===== src/rtl/instr_fetch.sv =====
// Instruction fetch unit: PC, instruction register, RAM address/write muxing and field decode.
// Optional macro FETCH_BRANCH_EN enables the loadbr PC-relative branch (pc+1+sximm8).
module instr_fetch #(
  parameter int              PC_W     = 8,
  parameter logic [PC_W-1:0] RESET_PC = '0
) (
  input  logic            clk,
  input  logic            reset,
  input  logic            loadir,
  input  logic            loadpc,
  input  logic            msel,
  input  logic            mwrite,
  input  logic [1:0]      nsel,
  input  logic            loadbr,
  input  logic [15:0]     mdata,
  input  logic [PC_W-1:0] dp_addr,
  output logic [PC_W-1:0] mem_addr,
  output logic            mem_write,
  output logic [PC_W-1:0] pc,
  output logic [15:0]     ir,
  output logic            ir_valid,
  output logic [2:0]      opcode,
  output logic [1:0]      op,
  output logic [1:0]      shift,
  output logic [2:0]      readnum,
  output logic [2:0]      writenum,
  output logic [15:0]     sximm5,
  output logic [15:0]     sximm8
);

  logic [PC_W-1:0] pc_q, pc_d;
  logic [15:0]     ir_q, ir_d;
  logic            ir_valid_q, ir_valid_d;
  logic [2:0]      reg_num;

  assign mem_addr  = msel ? dp_addr : pc_q;
  assign mem_write = mwrite & msel;

  assign pc       = pc_q;
  assign ir       = ir_q;
  assign ir_valid = ir_valid_q;

  assign opcode = ir_q[15:13];
  assign op     = ir_q[12:11];
  assign shift  = ir_q[4:3];
  assign sximm5 = {{11{ir_q[4]}}, ir_q[4:0]};
  assign sximm8 = {{8{ir_q[7]}}, ir_q[7:0]};

  always_comb begin
    reg_num = 3'd0;
    case (nsel)
      2'b00:   reg_num = ir_q[10:8];
      2'b01:   reg_num = ir_q[7:5];
      2'b10:   reg_num = ir_q[2:0];
      default: reg_num = 3'd0;
    endcase
  end

  assign readnum  = reg_num;
  assign writenum = reg_num;

  always_comb begin
    // NOTE: every next-state signal defaults to its current value first, so no path can infer a latch.
    pc_d       = pc_q;
    ir_d       = ir_q;
    ir_valid_d = ir_valid_q;
    // IR samples mdata addressed by the current (pre-increment) PC.
    if (loadir) begin
      ir_d       = mdata;
      ir_valid_d = 1'b1;
    end
`ifdef FETCH_BRANCH_EN
    if (loadbr) begin
      pc_d = pc_q + PC_W'(1) + sximm8[PC_W-1:0];
    end else if (loadpc) begin
      pc_d = pc_q + PC_W'(1);
    end
`else
    if (loadpc) begin
      pc_d = pc_q + PC_W'(1);
    end
`endif
  end

`ifndef FETCH_BRANCH_EN
  logic unused_loadbr;
  assign unused_loadbr = loadbr;
`endif

  always_ff @(posedge clk) begin
    // NOTE: state flops use non-blocking assignment so all registers update from pre-edge values.
    if (reset) begin
      pc_q       <= RESET_PC;
      ir_q       <= 16'h0000;
      ir_valid_q <= 1'b0;
    end else begin
      pc_q       <= pc_d;
      ir_q       <= ir_d;
      ir_valid_q <= ir_valid_d;
    end
  end

endmodule

===== config.mk =====
export PLATFORM = sky130hd
export DESIGN_NAME = instr_fetch
export DESIGN_NICKNAME = d
export VERILOG_FILES = /design/src/rtl/instr_fetch.sv
export SDC_FILE = /design/constraint.sdc
export NUM_CORES = 1
export LEC_CHECK = 0
export ABC_AREA = 1
export ABC_CLOCK_PERIOD_IN_PS = 2890
export CORE_AREA = 2 2 65 67
export CTS_BUF_LIST = sky130_fd_sc_hd__clkbuf_4 sky130_fd_sc_hd__clkbuf_8
export CTS_CLUSTER_DIAMETER = 50
export DETAILED_ROUTE_END_ITERATION = 10
export DIE_AREA = 0 0 67 69
export PLACE_DENSITY = 0.93
export REMOVE_ABC_BUFFERS = 1
export SLEW_MARGIN = 40
export SYNTH_ARGS = -nofsm -noshare
export SYNTH_HDL_FRONTEND = slang
export SYNTH_SLANG_ARGS = --single-unit

===== constraint.sdc =====
create_clock -name clk -period 2.89 [get_ports clk]
set_input_delay 0.578 -clock clk [delete_from_list [all_inputs] [get_ports clk]]
set_output_delay 0.578 -clock clk [all_outputs]
set_load 0.02 [all_outputs]

==> impl_results.md <==
* Per-cell routed wire length at 12.2 um
* DP Wirelength at 2.92 mm
* Total congestion overflow after global routing at 0
* Largest cells by area after synthesis: dfxtp_1 35%, buf_4 23%, nor2_1 11%, o21ai_0 7.4%, nand3_1 4.3%
* Peak fanout along the critical path at 5
* Pleak at 0.908 nW
* Kind of end point of the critical path: primary output
* I/O pin count at 112
* Antenna Violating Nets Remaining at 0
* Port Buffer Count at 110
* Final GP Congestion at 0.753
* Setup CP Type: input port to primary output
* DR iter-0 viols at 47
* Mapped Area at 1410 um^2
* Setup bufs post-CTS at 0
* Die footprint at 4620 um^2
* Final instance area at 2290 um^2
* Hold Fails Final Rpt at 0
* Cell count after synthesis at 192
* Initial antenna violation count at 0
* Max Slew Vio Count at 0
* Post-synthesis sequential element count at 25
* Largest net degree at the start of global routing at 23
* Leading area contributor after synthesis: dfxtp_1
* Xor/xnor cell area share of the yosys netlist at 0%
* Final worst setup slack at 219 ps
* Hold Crit Class: flip-flop to flip-flop
* Share of synthesized cell area in and, or, nand and nor gates at 22.6%
* Final hold slack at 484 ps
* Horizontal die dimension at 67 um
* Clk pin slew, worst setup/hold paths at 80 ps
* Number of global-route vias before repair at 1355
* Final standard cell utilization of the core at 58.5%
* Type of element launching the critical path: input port
* CTS tree: done
* Count of nets after finishing at 295
* Num CTS Buffers at 3
* Count of cells resized by post-cts repair at 0
* Area share of fa/ha/maj cells after synthesis at 0.887%
* Post-layout minimum cycle time at 2670 ps
* Cell at the root of the clock tree: clkbuf_8
* Total vias in the final route at 1416
* Antenna diodes at 0
* Total power per unit cell area at 404 nW/um^2
* Max-cap viol count at 0
* Fmax achieved at 374 MHz
* Area fraction of the dominant cell type after synthesis at 35.5%
* Mux contribution to synthesized area at 3.99%
* Final setup violation count at 0
* CTS Hold Bufs at 0
* Number of distinct standard cells referenced by the synthesized netlist at 18
* Area Growth Syn to Fin at 62.2%
* Setup clock skew after layout at 0.578 ps
* Transition at the pin with the smallest max-transition slack at 560 ps
* Post-placement setup slack at 219 ps
* Arrival @ worst endpoint at 2090 ps
* Aggregate global-route resource usage at 16.7%
* CTS H-tree lvls at 1
* Worst-case clock buffer depth at 2
* Number of rows in the core area at 23
* Initial Utilization at 36.1%
* Count of warnings emitted by yosys at 0
* Cell area after placement at 2240 um^2
* Clock tree sinks at 25
* Dominant combinational cell family by area after synthesis: buffers and inverters
* Required time of the worst setup path at 2310 ps
* Number of vias per cell after detailed routing at 4.57
* Area of the core at 3910 um^2
* Compound-Gate Fraction of Synth Area at 9.93%
* Die Height at 69 um
* Global-route wire length before repair at 6.09 mm
* Wirelength, routed at 3.78 mm
* Worst-case headroom to the max-slew limit at 62.6%
* Sequential share of the synthesized area at 35.5%
* Layout cell share with drive strength beyond 1 at 5.38%
* Clock latency of the later-clocked register in the worst-skew pair at 260 ps
* Sum of negative setup slack at 0 ps
* Worst supply voltage drop on vdd at 196 uV
* Final clock period utilization by the worst path at 92.4%
* DRC viols at 0
* Run status: complete, no violations
* Setup repair after global routing missed its margin: false
* First drt pass iteration count at 4
* Syn_area_per_cell at 7.35 um^2
==> stage by stage <==
stage | std cells | total power (W)
final | 310 | 0.000926
after global routing | 310 | 0.000972
after CTS | 310 | 0.000937
after detailed placement | 306 | 0.000719
after global placement | 306 | 0.000713
after floorplan | 145 | 0.000521
==> routing by layer <==
layer  global-route usage, %  part of all wire (%)  vias up
met3                    5.55                    11        8
li1                        -                     -      707
met4                    7.26                   1.8        0
met5                       0                     0        -
met1                    17.8                    39      621
met2                    29.0                    48       80
==> layout by cell type, fill, tap and decap left out <==
master / instances
nor2_1: 41
a21oi_1: 7
ha_1: 1
clkdlybuf4s50_1: 110
nand4_1: 1
inv_1: 11
nand3_1: 12
dfxtp_1: 25
o21ai_0: 21
clkbuf_8: 3
nand2_1: 16
nor2_4: 1
mux2_2: 5
nand2_2: 1
buf_4: 1
clkbuf_4: 1
nor3_1: 1
nor2_2: 1
nand3_2: 1
==> final cells by class <==
class	count	area, um^2
clock buffers	4	48.8
fillers	347	1620
inverters	11	41.3
multi-input cells	109	528
flip-flops and latches	25	500
well taps	50	62.6
repair buffers	111	1110
==> registers in the layout, summed over array words and instances (netlist names) <==
name	flops
pc	8
ir_valid	1
ir	16
==> cells in the mapped netlist <==
master,instances
nand2_1,16
nand4_1,1
nor2_1,41
buf_4,43
nor2_4,1
o21ai_0,21
a21oi_1,7
mux2_2,5
nor3_1,1
buf_1,1
nand2_2,1
dfxtp_1,25
nand3_2,1
nand3_1,12
ha_1,1
nor2_2,1
inv_1,11
buf_2,3
==> cell families (layout without fill, tap and decap cells) <==
group / after synthesis / in the layout
buffers and inverters: 58 / 126
flip-flops: 25 / 25
multiplexers: 5 / 5
adder cells (fa/ha/maj): 1 / 1
AO/OA/AOI/OAI: 28 / 28
AND/OR/NAND/NOR: 75 / 75
==> final timing paths <==
path | to | cells past startpoint | from | slack (ps)
worst min register to register | ir_valid | 2 | ir_valid | 480
worst max register to register | pc[6] | 6 | pc[0] | 1680
worst max-delay path | readnum[2] | 5 | nsel[0] | 220
worst min-delay path | ir_valid | 2 | ir_valid | 480
==> report_power, final <==
part | leakage [nW] | total [W] | internal (W) | switching, W
sequential | 0.206 | 0.000386 | 0.000363 | 0.0000229
clock | 0.0262 | 0.000217 | 0.000108 | 0.000109
combinational | 0.676 | 0.000323 | 0.000168 | 0.000156
total | 0.908 | 0.000926 | 0.000639 | 0.000287
==> worst max-delay path, stage by stage <==
cell and delay (ps):
clkdlybuf4s50_1 480, nor2_1 210, nand2_1 100, nand3_1 100, clkdlybuf4s50_1 630
Power figures use the tool's default switching activity.
